$ cat config.mk
export PLATFORM = sky130hd
export DESIGN_NAME = hub75_scanout_flat
export DESIGN_NICKNAME = d
export VERILOG_FILES = /design/src/rtl/hub75_pkg.sv /design/src/rtl/hub75_scanout_if.sv /design/src/rtl/hub75_column_fetch.sv /design/src/rtl/hub75_scanout.sv /design/src/flat_wrapper.sv
export SDC_FILE = /design/constraint.sdc
export NUM_CORES = 1
export LEC_CHECK = 0
export BUFFER_PORTS_ARGS = -buffer_cell sky130_fd_sc_hd__buf_2
export CORE_MARGIN = 3
export CORE_UTILIZATION = 45
export DETAILED_ROUTE_END_ITERATION = 16
export GPL_TIMING_DRIVEN = 0
export PLACE_DENSITY = 0.66
export SLEW_MARGIN = 15
export SYNTH_ARGS = -nofsm -noshare
export SYNTH_HDL_FRONTEND = slang
export SYNTH_HIERARCHICAL = 1
export SYNTH_SLANG_ARGS = --single-unit
$ cat constraint.sdc
create_clock -name clk -period 4.01 [get_ports clk]
set_input_delay 0.6015 -clock clk [delete_from_list [all_inputs] [get_ports clk]]
set_output_delay 0.6015 -clock clk [all_outputs]
set_load 0.02 [all_outputs]
$ cat src/rtl/hub75_pkg.sv
// rtl/hub75_pkg.sv - shared state type, RGB332 layout and plane-bit decode for hub75_scanout
package hub75_pkg;

  typedef enum logic [2:0] {IDLE, SHIFT, LATCH, SHOW, NEXT} state_t;

  localparam int HUB75_COLS = 32;
  localparam int SCAN_LINES = 16;

  localparam int R_MSB = 7;
  localparam int R_LSB = 5;
  localparam int G_MSB = 4;
  localparam int G_LSB = 2;
  localparam int B_MSB = 1;
  localparam int B_LSB = 0;

  // Blue has only two stored bits; its MSB is replicated into bit 0 to fill three planes.
  function automatic logic [2:0] plane_bits(input logic [7:0] d, input logic [1:0] p);
    logic [2:0] r;
    logic [2:0] g;
    logic [2:0] b;
    r = d[R_MSB:R_LSB];
    g = d[G_MSB:G_LSB];
    b = {d[B_MSB:B_LSB], d[B_MSB]};
    return {r[p], g[p], b[p]};
  endfunction

endpackage

$ cat src/rtl/hub75_scanout_if.sv
// rtl/hub75_scanout_if.sv - framebuffer read-port bundle between scanout and RAM
interface hub75_scanout_if #(
  parameter int ADDR_WIDTH = 10
) ();
  logic [ADDR_WIDTH-1:0] ram_read_addr;
  logic                  ram_read_en;
  logic [7:0]            ram_read_data;

  modport master (
    output ram_read_addr,
    output ram_read_en,
    input  ram_read_data
  );

  modport slave (
    input  ram_read_addr,
    input  ram_read_en,
    output ram_read_data
  );
endinterface

$ cat src/rtl/hub75_column_fetch.sv
// rtl/hub75_column_fetch.sv - 4-phase column sequencer fetching the top/bottom pixel pair
module hub75_column_fetch #(
  parameter int COLS       = 32,
  parameter int ROWS       = 32,
  parameter int ADDR_WIDTH = 10,
  localparam int ROW_W     = $clog2(ROWS / 2),
  localparam int COL_W     = $clog2(COLS)
) (
  input  logic                   clk,
  input  logic                   reset_n,
  input  logic                   i_active,
  input  logic [ROW_W-1:0]       i_row,
  hub75_scanout_if.master        ram,
  output logic [7:0]             o_top,
  output logic [7:0]             o_bot,
  output logic [1:0]             o_phase,
  output logic                   o_last
);

  logic [1:0]       r_phase;
  logic [COL_W-1:0] r_col;
  logic [7:0]       r_top;
  logic [7:0]       r_bot;
  logic             w_half;

  always_ff @(posedge clk) begin
    if (!reset_n) begin
      r_phase <= '0;
      r_col   <= '0;
      r_top   <= '0;
      r_bot   <= '0;
    end else if (i_active) begin
      r_phase <= r_phase + 2'd1;
      if (r_phase == 2'd3) r_col <= r_col + 1'b1;
      if (r_phase == 2'd1) r_top <= ram.ram_read_data;
      if (r_phase == 2'd2) r_bot <= ram.ram_read_data;
    end else begin
      r_phase <= '0;
      r_col   <= '0;
    end
  end

  // Bottom half of the panel sits at the upper half of the address space.
  assign w_half            = (r_phase == 2'd1);
  assign ram.ram_read_en   = i_active;
  assign ram.ram_read_addr = i_active ? ADDR_WIDTH'({w_half, i_row, r_col}) : '0;

  // Bottom byte is forwarded straight from the RAM in ph2 so colours settle a full cycle before the clock rise.
  assign o_top   = r_top;
  assign o_bot   = (r_phase == 2'd2) ? ram.ram_read_data : r_bot;
  assign o_phase = r_phase;
  assign o_last  = i_active && (r_phase == 2'd3) && (r_col == COL_W'(COLS - 1));

endmodule

$ cat src/rtl/hub75_scanout.sv
// rtl/hub75_scanout.sv - framebuffer-to-HUB75 scanout with 3-plane binary-coded modulation
// Optional HUB75_BRIGHTNESS_EN adds a 4-bit brightness input gating output-enable during SHOW.
module hub75_scanout
  import hub75_pkg::*;
#(
  parameter int COLS         = HUB75_COLS,
  parameter int ROWS         = 2 * SCAN_LINES,
  parameter int PLANES       = 3,
  parameter int BASE_ON_TIME = 16,
  parameter int ADDR_WIDTH   = 10,
  localparam int ROW_W       = $clog2(ROWS / 2)
) (
  input  logic             clk,
  input  logic             reset_n,
  input  logic             enable,
`ifdef HUB75_BRIGHTNESS_EN
  input  logic [3:0]       brightness,
`endif
  hub75_scanout_if.master  ram,
  output logic             hub75_r1,
  output logic             hub75_g1,
  output logic             hub75_b1,
  output logic             hub75_r2,
  output logic             hub75_g2,
  output logic             hub75_b2,
  output logic             hub75_clk,
  output logic             hub75_lat,
  output logic             hub75_oe_n,
  output logic [ROW_W-1:0] hub75_addr,
  output logic             frame_done
);

  localparam int SHOW_W = $clog2(BASE_ON_TIME << (PLANES - 1)) + 1;
  localparam logic [SHOW_W-1:0] LP_BASE = SHOW_W'(BASE_ON_TIME);

  state_t            r_state;
  state_t            w_next;
  logic [ROW_W-1:0]  r_row;
  logic [1:0]        r_plane;
  logic [SHOW_W-1:0] r_show_cnt;
  logic [ROW_W-1:0]  r_hub75_addr;

  logic [7:0]        w_top;
  logic [7:0]        w_bot;
  logic [1:0]        w_phase;
  logic              w_shift_last;
  logic              w_show_last;
  logic              w_plane_last;
  logic              w_row_last;
  logic              w_oe_on;
  logic [2:0]        w_rgb1;
  logic [2:0]        w_rgb2;

  hub75_column_fetch #(
    .COLS       (COLS),
    .ROWS       (ROWS),
    .ADDR_WIDTH (ADDR_WIDTH)
  ) u_fetch (
    .clk      (clk),
    .reset_n  (reset_n),
    .i_active (r_state == SHIFT),
    .i_row    (r_row),
    .ram      (ram),
    .o_top    (w_top),
    .o_bot    (w_bot),
    .o_phase  (w_phase),
    .o_last   (w_shift_last)
  );

  assign w_show_last  = (r_show_cnt == (LP_BASE << r_plane) - 1'b1);
  assign w_plane_last = (r_plane == 2'(PLANES - 1));
  assign w_row_last   = (r_row == ROW_W'(ROWS / 2 - 1));

`ifdef HUB75_BRIGHTNESS_EN
  logic [3:0] r_bright;

  always_ff @(posedge clk) begin
    if (!reset_n) r_bright <= '0;
    else if (r_state == LATCH) r_bright <= brightness;
  end

  assign w_oe_on = (r_show_cnt[3:0] < r_bright);
`else
  assign w_oe_on = 1'b1;
`endif

  always_ff @(posedge clk) begin
    if (!reset_n) begin
      r_state      <= IDLE;
      r_row        <= '0;
      r_plane      <= '0;
      r_show_cnt   <= '0;
      r_hub75_addr <= '0;
    end else begin
      r_state <= w_next;
      if (r_state == SHIFT && w_shift_last) r_hub75_addr <= r_row;
      if (r_state == LATCH) r_show_cnt <= '0;
      else if (r_state == SHOW) r_show_cnt <= r_show_cnt + 1'b1;
      if (r_state == NEXT) begin
        if (w_plane_last) begin
          r_plane <= '0;
          r_row   <= w_row_last ? '0 : r_row + 1'b1;
        end else begin
          r_plane <= r_plane + 2'd1;
        end
      end
    end
  end

  // Enable is only looked at in IDLE, so a frame in flight always runs to completion.
  always_comb begin
    w_next = r_state;
    case (r_state)
      IDLE:    if (enable) w_next = SHIFT;
      SHIFT:   if (w_shift_last) w_next = LATCH;
      LATCH:   w_next = SHOW;
      SHOW:    if (w_show_last) w_next = NEXT;
      NEXT:    w_next = (w_plane_last && w_row_last) ? IDLE : SHIFT;
      default: w_next = IDLE;
    endcase
  end

  always_comb begin
    hub75_clk  = 1'b0;
    hub75_lat  = 1'b0;
    hub75_oe_n = 1'b1;
    frame_done = 1'b0;
    if (r_state == SHIFT && w_phase == 2'd3) hub75_clk = 1'b1;
    if (r_state == LATCH) hub75_lat = 1'b1;
    if (r_state == SHOW && w_oe_on) hub75_oe_n = 1'b0;
    if (r_state == NEXT && w_plane_last && w_row_last) frame_done = 1'b1;
  end

  assign w_rgb1 = plane_bits(w_top, r_plane);
  assign w_rgb2 = plane_bits(w_bot, r_plane);
  assign {hub75_r1, hub75_g1, hub75_b1} = w_rgb1;
  assign {hub75_r2, hub75_g2, hub75_b2} = w_rgb2;
  assign hub75_addr = r_hub75_addr;

endmodule
$ cat src/flat_wrapper.sv
// flat-port wrapper written by rule: the top's interface ports become plain ports
module hub75_scanout_flat import hub75_pkg::*;
#(
  parameter int COLS         = HUB75_COLS,
  parameter int ROWS         = 2 * SCAN_LINES,
  parameter int PLANES       = 3,
  parameter int BASE_ON_TIME = 16,
  parameter int ADDR_WIDTH   = 10,
  localparam int ROW_W       = $clog2(ROWS / 2)
)
  (clk, reset_n, enable, hub75_r1, hub75_g1, hub75_b1, hub75_r2, hub75_g2, hub75_b2, hub75_clk, hub75_lat, hub75_oe_n, hub75_addr, frame_done, ram_ram_read_addr, ram_ram_read_en, ram_ram_read_data);
  hub75_scanout_if #(.ADDR_WIDTH(ADDR_WIDTH)) ram_i ();
  input  logic clk;
  input  logic reset_n;
  input  logic enable;
  output logic hub75_r1;
  output logic hub75_g1;
  output logic hub75_b1;
  output logic hub75_r2;
  output logic hub75_g2;
  output logic hub75_b2;
  output logic hub75_clk;
  output logic hub75_lat;
  output logic hub75_oe_n;
  output logic [ROW_W-1:0] hub75_addr;
  output logic frame_done;
  output wire logic [$bits(ram_i.ram_read_addr)-1:0] ram_ram_read_addr;
  output wire logic [$bits(ram_i.ram_read_en)-1:0] ram_ram_read_en;
  input wire logic [$bits(ram_i.ram_read_data)-1:0] ram_ram_read_data;
  assign ram_ram_read_addr = ram_i.ram_read_addr;
  assign ram_ram_read_en = ram_i.ram_read_en;
  assign ram_i.ram_read_data = ram_ram_read_data;
  hub75_scanout #(.COLS(COLS), .ROWS(ROWS), .PLANES(PLANES), .BASE_ON_TIME(BASE_ON_TIME), .ADDR_WIDTH(ADDR_WIDTH)) u_core (.clk(clk), .reset_n(reset_n), .enable(enable), .ram(ram_i), .hub75_r1(hub75_r1), .hub75_g1(hub75_g1), .hub75_b1(hub75_b1), .hub75_r2(hub75_r2), .hub75_g2(hub75_g2), .hub75_b2(hub75_b2), .hub75_clk(hub75_clk), .hub75_lat(hub75_lat), .hub75_oe_n(hub75_oe_n), .hub75_addr(hub75_addr), .frame_done(frame_done));
endmodule
# == Word-level counts from Yosys, hierarchy flattened ==
# Cells that the tools add are included.
# Widths: inputs -> output; s select.
# word_totals
register_bits,43
input_bits,11
output_inout_bits,25
wordCells,69
# classes
addsub,6
order_cmp,1
eq_ne,14
shift,1
n_mux,25
bitwise_logic,1
reduce_logical,12
# op_table
cell,n
$pmux 3 s5,1
$bmux 1 s2,6
$mux 1,11
$mux 10,1
$mux 3,3
$mux 8,1
$add 7x1->7 const B,1
$eq 7x7->1,1
$shl 5x2->7 const A,1
$sub 7x1->7 const B,1
$eq 2x2->1 const B,3
$eq 3x2->1 const B,2
$logic_and 1x1->1,6
$reduce_and 2->1,3
$add 5x1->5 const B,1
$eq 5x5->1 const B,1
$add 2x1->2 const B,2
$add 4x1->4 const B,1
$eq 4x4->1 const B,1
$mux 4,1
$ne 2x1->1 const B,2
$eq 3x1->1 const B,1
$eq 3x3->1 const B,1
$logic_not 3->1,1
7 further kinds,7

# == Longest topological paths before layout ==
# logic_depth
word_depth,5
ltp_mapped,8
mapped_depth_nobuf,8

# == Cells and area by module ==
# The synthesis kept the hierarchy.
# by_module_without_submodules
mod,instances,cells_per_inst,area_each_um2,seq_area_each_um2
hub75_column_fetch,1,117,1182.4,460.4
hub75_scanout,1,135,1117.3,400.4

# == Worst setup path after synthesis ==
# No wires, ideal clock.
# synth_timing
kind,reg-to-output
from,"register u_core.u_fetch.r_phase[0], in the netlist u_core/u_fetch/o_phase[0]"
to,output hub75_g2
arrival_ns,1.481
required_ns,3.408
setup_slack_ns,1.927
path_stages_with_launch,7
path_buffers,1
path_cell_list,dfxtp_1 -> inv_1 -> ha_1 -> buf_6 -> mux2_4 -> mux2i_1 -> o21ai_0
# synth_via
elab_chain_len,4
# synth_rtl
item,line,rtl
from (decl),hub75_column_fetch.sv:20,logic [1:0] r_phase;
from (signal assigned),hub75_column_fetch.sv:33,r_phase <= r_phase + 2'd1;
$eq 2x2->1,hub75_column_fetch.sv:50,assign o_bot = (r_phase == 2'd2) ? ram.ram_read_data : r_bot;
$mux 8,n/a,
named net u_core.w_bot[3],hub75_scanout.sv:44,logic [7:0] w_bot;
$bmux 1 s2,hub75_pkg.sv:24,"return {r[p], g[p], b[p]};"
$mux 1 (not written as such),hub75_pkg.sv:24,
to (decl),flat_wrapper.sv:20,output logic hub75_g2;
# The timed path passes the listed nets, and every way through them passes these cells. The select of a mux whose other input is x is not followed.

# == Worst setup path after layout ==
# layout_timing
from,register u_core.r_state[0]
to,output ram_ram_read_addr[9]
# layout_via
elab_chain_len,2
# layout_rtl
item,line,rtl
from (decl),hub75_scanout.sv:36,state_t r_state;
from (signal assigned),hub75_scanout.sv:95,r_state <= w_next;
$eq 3x1->1,hub75_scanout.sv:61,".i_active (r_state == SHIFT),"
$mux 10,hub75_column_fetch.sv:46,"assign ram.ram_read_addr = i_active ? ADDR_WIDTH'({w_half, i_row, r_col}) : '0;"
to (decl),flat_wrapper.sv:27,output wire logic [$bits(ram_i.ram_read_addr)-1:0] ram_ram_read_addr;
# Every way passes these cells.

==> flow_metrics.env <==
export IMPL_yosys_area_top_type_share=0.374
export IMPL_worstReg2RegEnd="u_core/hub75_addr[0]"
export IMPL_ys_warn_count=6
export IMPL_max_freq_ghz=0.363
export IMPL_synth_edf_count=0
export IMPL_tritoncts="done"
export IMPL_drt_pass1_iter_count=4
export IMPL_dr_first_iter_drc_count=63
export IMPL_cp_max_fo=10
export IMPL_cts_root_buf="clkbuf_8"
export IMPL_worstSetupStartpointType="flop"
export IMPL_hold_viol_final=0
export IMPL_crit_start="u_core/r_state[0]"
export IMPL_setup_viol=0
export IMPL_synth_most_common_cell="dfxtp_1"
export IMPL_drive_gt1_frac=0.244
export IMPL_fin_crit_sh=0.687
export IMPL_insertion_delay_ns=0.29
export IMPL_cts_clk_slew_worst_paths_ns=0.08
export IMPL_grt_pass1_wl_um=8070
export IMPL_yosysSeqAreaShare=0.374
export IMPL_power_frac_seq=0.534
export IMPL_max_stage_delay_ns=0.43
export IMPL_cts_hold_buf=0
export IMPL_swShare=0.236
export IMPL_antenna_found_initial=0
export IMPL_worstMarginPinSlew_ns=0.448
export IMPL_antenna_left=0
export IMPL_end_kind="primary output"
export IMPL_p_comb_frac=0.101
export IMPL_cts_buffers=5
export IMPL_track_usage=0.167
export IMPL_viasPerCell=5.04
export IMPL_crit_required_ns=3.41
export IMPL_dieArea_um2=6000
export IMPL_post_cts_buffers=0
export IMPL_gp_congestion=0.765
export IMPL_slew_violations=0
export IMPL_critPathTopFamily="buffers and inverters"
export IMPL_grt_max_degree=13
export IMPL_yosys_area_top_type="dfxtp_1"
export IMPL_synth_area_um2=2300
export IMPL_nFillCells=465
export IMPL_synth_area_leaders="dfxtp_1 37%, mux2_4 5.2%, mux2i_1 4.8%"
export IMPL_antennaDiodeCount=0
export IMPL_htree_levels=2
export IMPL_crit_slowest_cell="nor3b_2"
export IMPL_routedWlPerCell_um=13.2
export IMPL_synth_nets=270
export IMPL_drv_cap=0
export IMPL_reg2reg_from="u_core/r_state[0]"
export IMPL_clock_skew_ns=0.00520
export IMPL_io_buffers=35
export IMPL_drc=0
export IMPL_cp_depth=6
export IMPL_crit_path_end="ram_ram_read_addr[9]"
export IMPL_vias=1823
export IMPL_drt_wl_total_um=4790
export IMPL_clock_path_buffers=2
export IMPL_worstPathArrival_ns=2.15
export IMPL_clkPwrFrac=0.365
export IMPL_cts_resized=0
export IMPL_fp_dieH_um=77.5
export IMPL_initial_core_util=0.477
export IMPL_die_w_um=77.5
export IMPL_power_density_nw_per_um2=311
export IMPL_synth_seq_cells=43
export IMPL_num_rows=25
export IMPL_p_int_uw=631
export IMPL_synth_common_cells="43 x dfxtp_1, 21 x nand2_1, 15 x nor2_1"
export IMPL_r2r_setup_slack_ns=1.90
export IMPL_setup_tns_ns=0
export IMPL_io_pins=36
export IMPL_min_path_cells=2
export IMPL_outcome="complete, no violations"
export IMPL_syn_area_per_cell_um2=9.13
export IMPL_hpwl_um=3470
export IMPL_power_switching_uw=195
export IMPL_syn2layout_area_growth_pct=15.6
export IMPL_core_area_um2=4820
export IMPL_synth_async_reset_ratio=0
export IMPL_grt_overflow_total=0
export IMPL_max_slew_margin=0.700
export IMPL_rr_worst_depth=8
export IMPL_ys_types=48
export IMPL_grt_pass1_vias=1698
export IMPL_cp_cell_sequence="buf_2 -> nor3b_2 -> buf_2 -> clkbuf_1 -> and2_1 -> buf_2"
export IMPL_hold_class="flop to flop"
export IMPL_cp_common_cell="buf_2"
export IMPL_peakVddDrop_v=0.000241
export IMPL_p_leak_uw=0.00120
export IMPL_period_needed_ns=2.75
export IMPL_crit_type="flop to primary output"
export IMPL_syn_inst=252
export IMPL_clock_sinks=43
export IMPL_critPathBufInv=4
export IMPL_final_nets=312
export IMPL_whs_ns=0.476
export IMPL_synth_main_ff_cell="dfxtp_1"
export IMPL_rsz0062_at_grt="false"
-- sequential cells by signal (all words and copies together), names as in the netlist --
| register | count |
|---|---|
| u_core/r_state | 3 |
| u_core/u_fetch/o_top | 8 |
| u_core/r_plane | 2 |
| u_core/u_fetch/o_phase | 2 |
| u_core/r_row | 4 |
| u_core/hub75_addr | 4 |
| u_core/r_show_cnt | 7 |
| u_core/u_fetch/r_col | 5 |
| u_core/u_fetch/r_bot | 8 |
-- routing by layer --
metal  vias up  part of all wire  global-route usage
met5         -                 0                   0
li1        951                 -                   -
met1       830              0.50               0.223
met3         5             0.043              0.0383
met2        37              0.45               0.264
met4         0             0.010              0.0587
-- logic make-up (layout without fill, tap and decap cells) --
kind of cell / Yosys count / after routing / synth area share
adders and majority gates: 7 / 7 / 0.0381
xor gates and xnor gates: 8 / 8 / 0.0305
muxes: 19 / 19 / 0.100
DFF: 43 / 43 / 0.374
buffers and inverters: 25 / 68 / 0.0539
AOI/OAI and AO/OA: 55 / 55 / 0.169
and+or+nand+nor: 95 / 95 / 0.234
-- area by class of cell --
class                           count  area [um2]  share of cell area
Multi-Input combinational cell    184        1320               0.495
Sequential cell                    43         861               0.324
Timing Repair Buffer               35         175              0.0659
Clock buffer                        8         100              0.0376
Buffer                             18        97.6              0.0367
Tap cell                           67        83.8              0.0315
Inverter                            7        26.3             0.00988
-- cell usage in the layout (no fill, tap or decap), types with 3 or more instances in the layout --
cell	count
o21ba_1	8
nand3_1	6
ha_1	7
a21boi_0	8
inv_1	5
nand2_1	21
clkbuf_8	7
o21a_1	8
dfxtp_1	43
and2_1	12
nand4_1	4
xnor2_1	5
and3_1	13
xor2_1	3
a21oi_1	4
nor2_1	15
mux2_4	8
mux2i_1	11
nor2b_1	7
clkbuf_1	4
buf_2	46
o21ai_0	14
a21boi_1	4
and3b_1	3
-- power by group through the flow --
stage / logic [uW] / clock network [uW] / registers (uW)
finish: 83.4 / 302 / 441
global route: 91.7 / 329 / 442
CTS: 83.9 / 309 / 441
detailed placement: 83.7 / 0 / 451
global placement: 82.5 / 0 / 450
floorplan: 58.4 / 0 / 450
-- how the worst min path moves through the flow --
| stage | from | endpoint | slack (ns) |
|---|---|---|---|
| after floorplan | u_core/u_fetch/o_phase[0] | u_core/u_fetch/o_phase[0] | 0.44 |
| after global placement | u_core/u_fetch/o_phase[0] | u_core/u_fetch/o_phase[0] | 0.46 |
| after detailed placement | u_core/u_fetch/o_phase[0] | u_core/u_fetch/o_phase[0] | 0.47 |
| after CTS | u_core/r_show_cnt[1] | u_core/r_show_cnt[1] | 0.48 |
| after global routing | u_core/r_show_cnt[1] | u_core/r_show_cnt[1] | 0.53 |
| final | u_core/r_show_cnt[1] | u_core/r_show_cnt[1] | 0.48 |
-- worst min-delay path, delay by kind of cell, from the launching register on --
kind | cells | cell delay (ns)
AO/OA/AOI/OAI | 1 | 0.05
flip-flops | 1 | 0.32
AND/OR/NAND/NOR | 1 | 0.06
-- metrics by stage --
step                total power, uW   util  setup WS, ns  std cells  area [um2]
CTS                             834  0.552          1.21        362        2660
floorplan                       508      -          1.93        252        2300
global placement                533  0.531          1.53        354        2560
detailed placement              535  0.531          1.54        354        2560
global route                    862  0.552          1.07        362        2660
finish                          827  0.552          1.26        362        2660
Power figures use the tool's default switching activity.
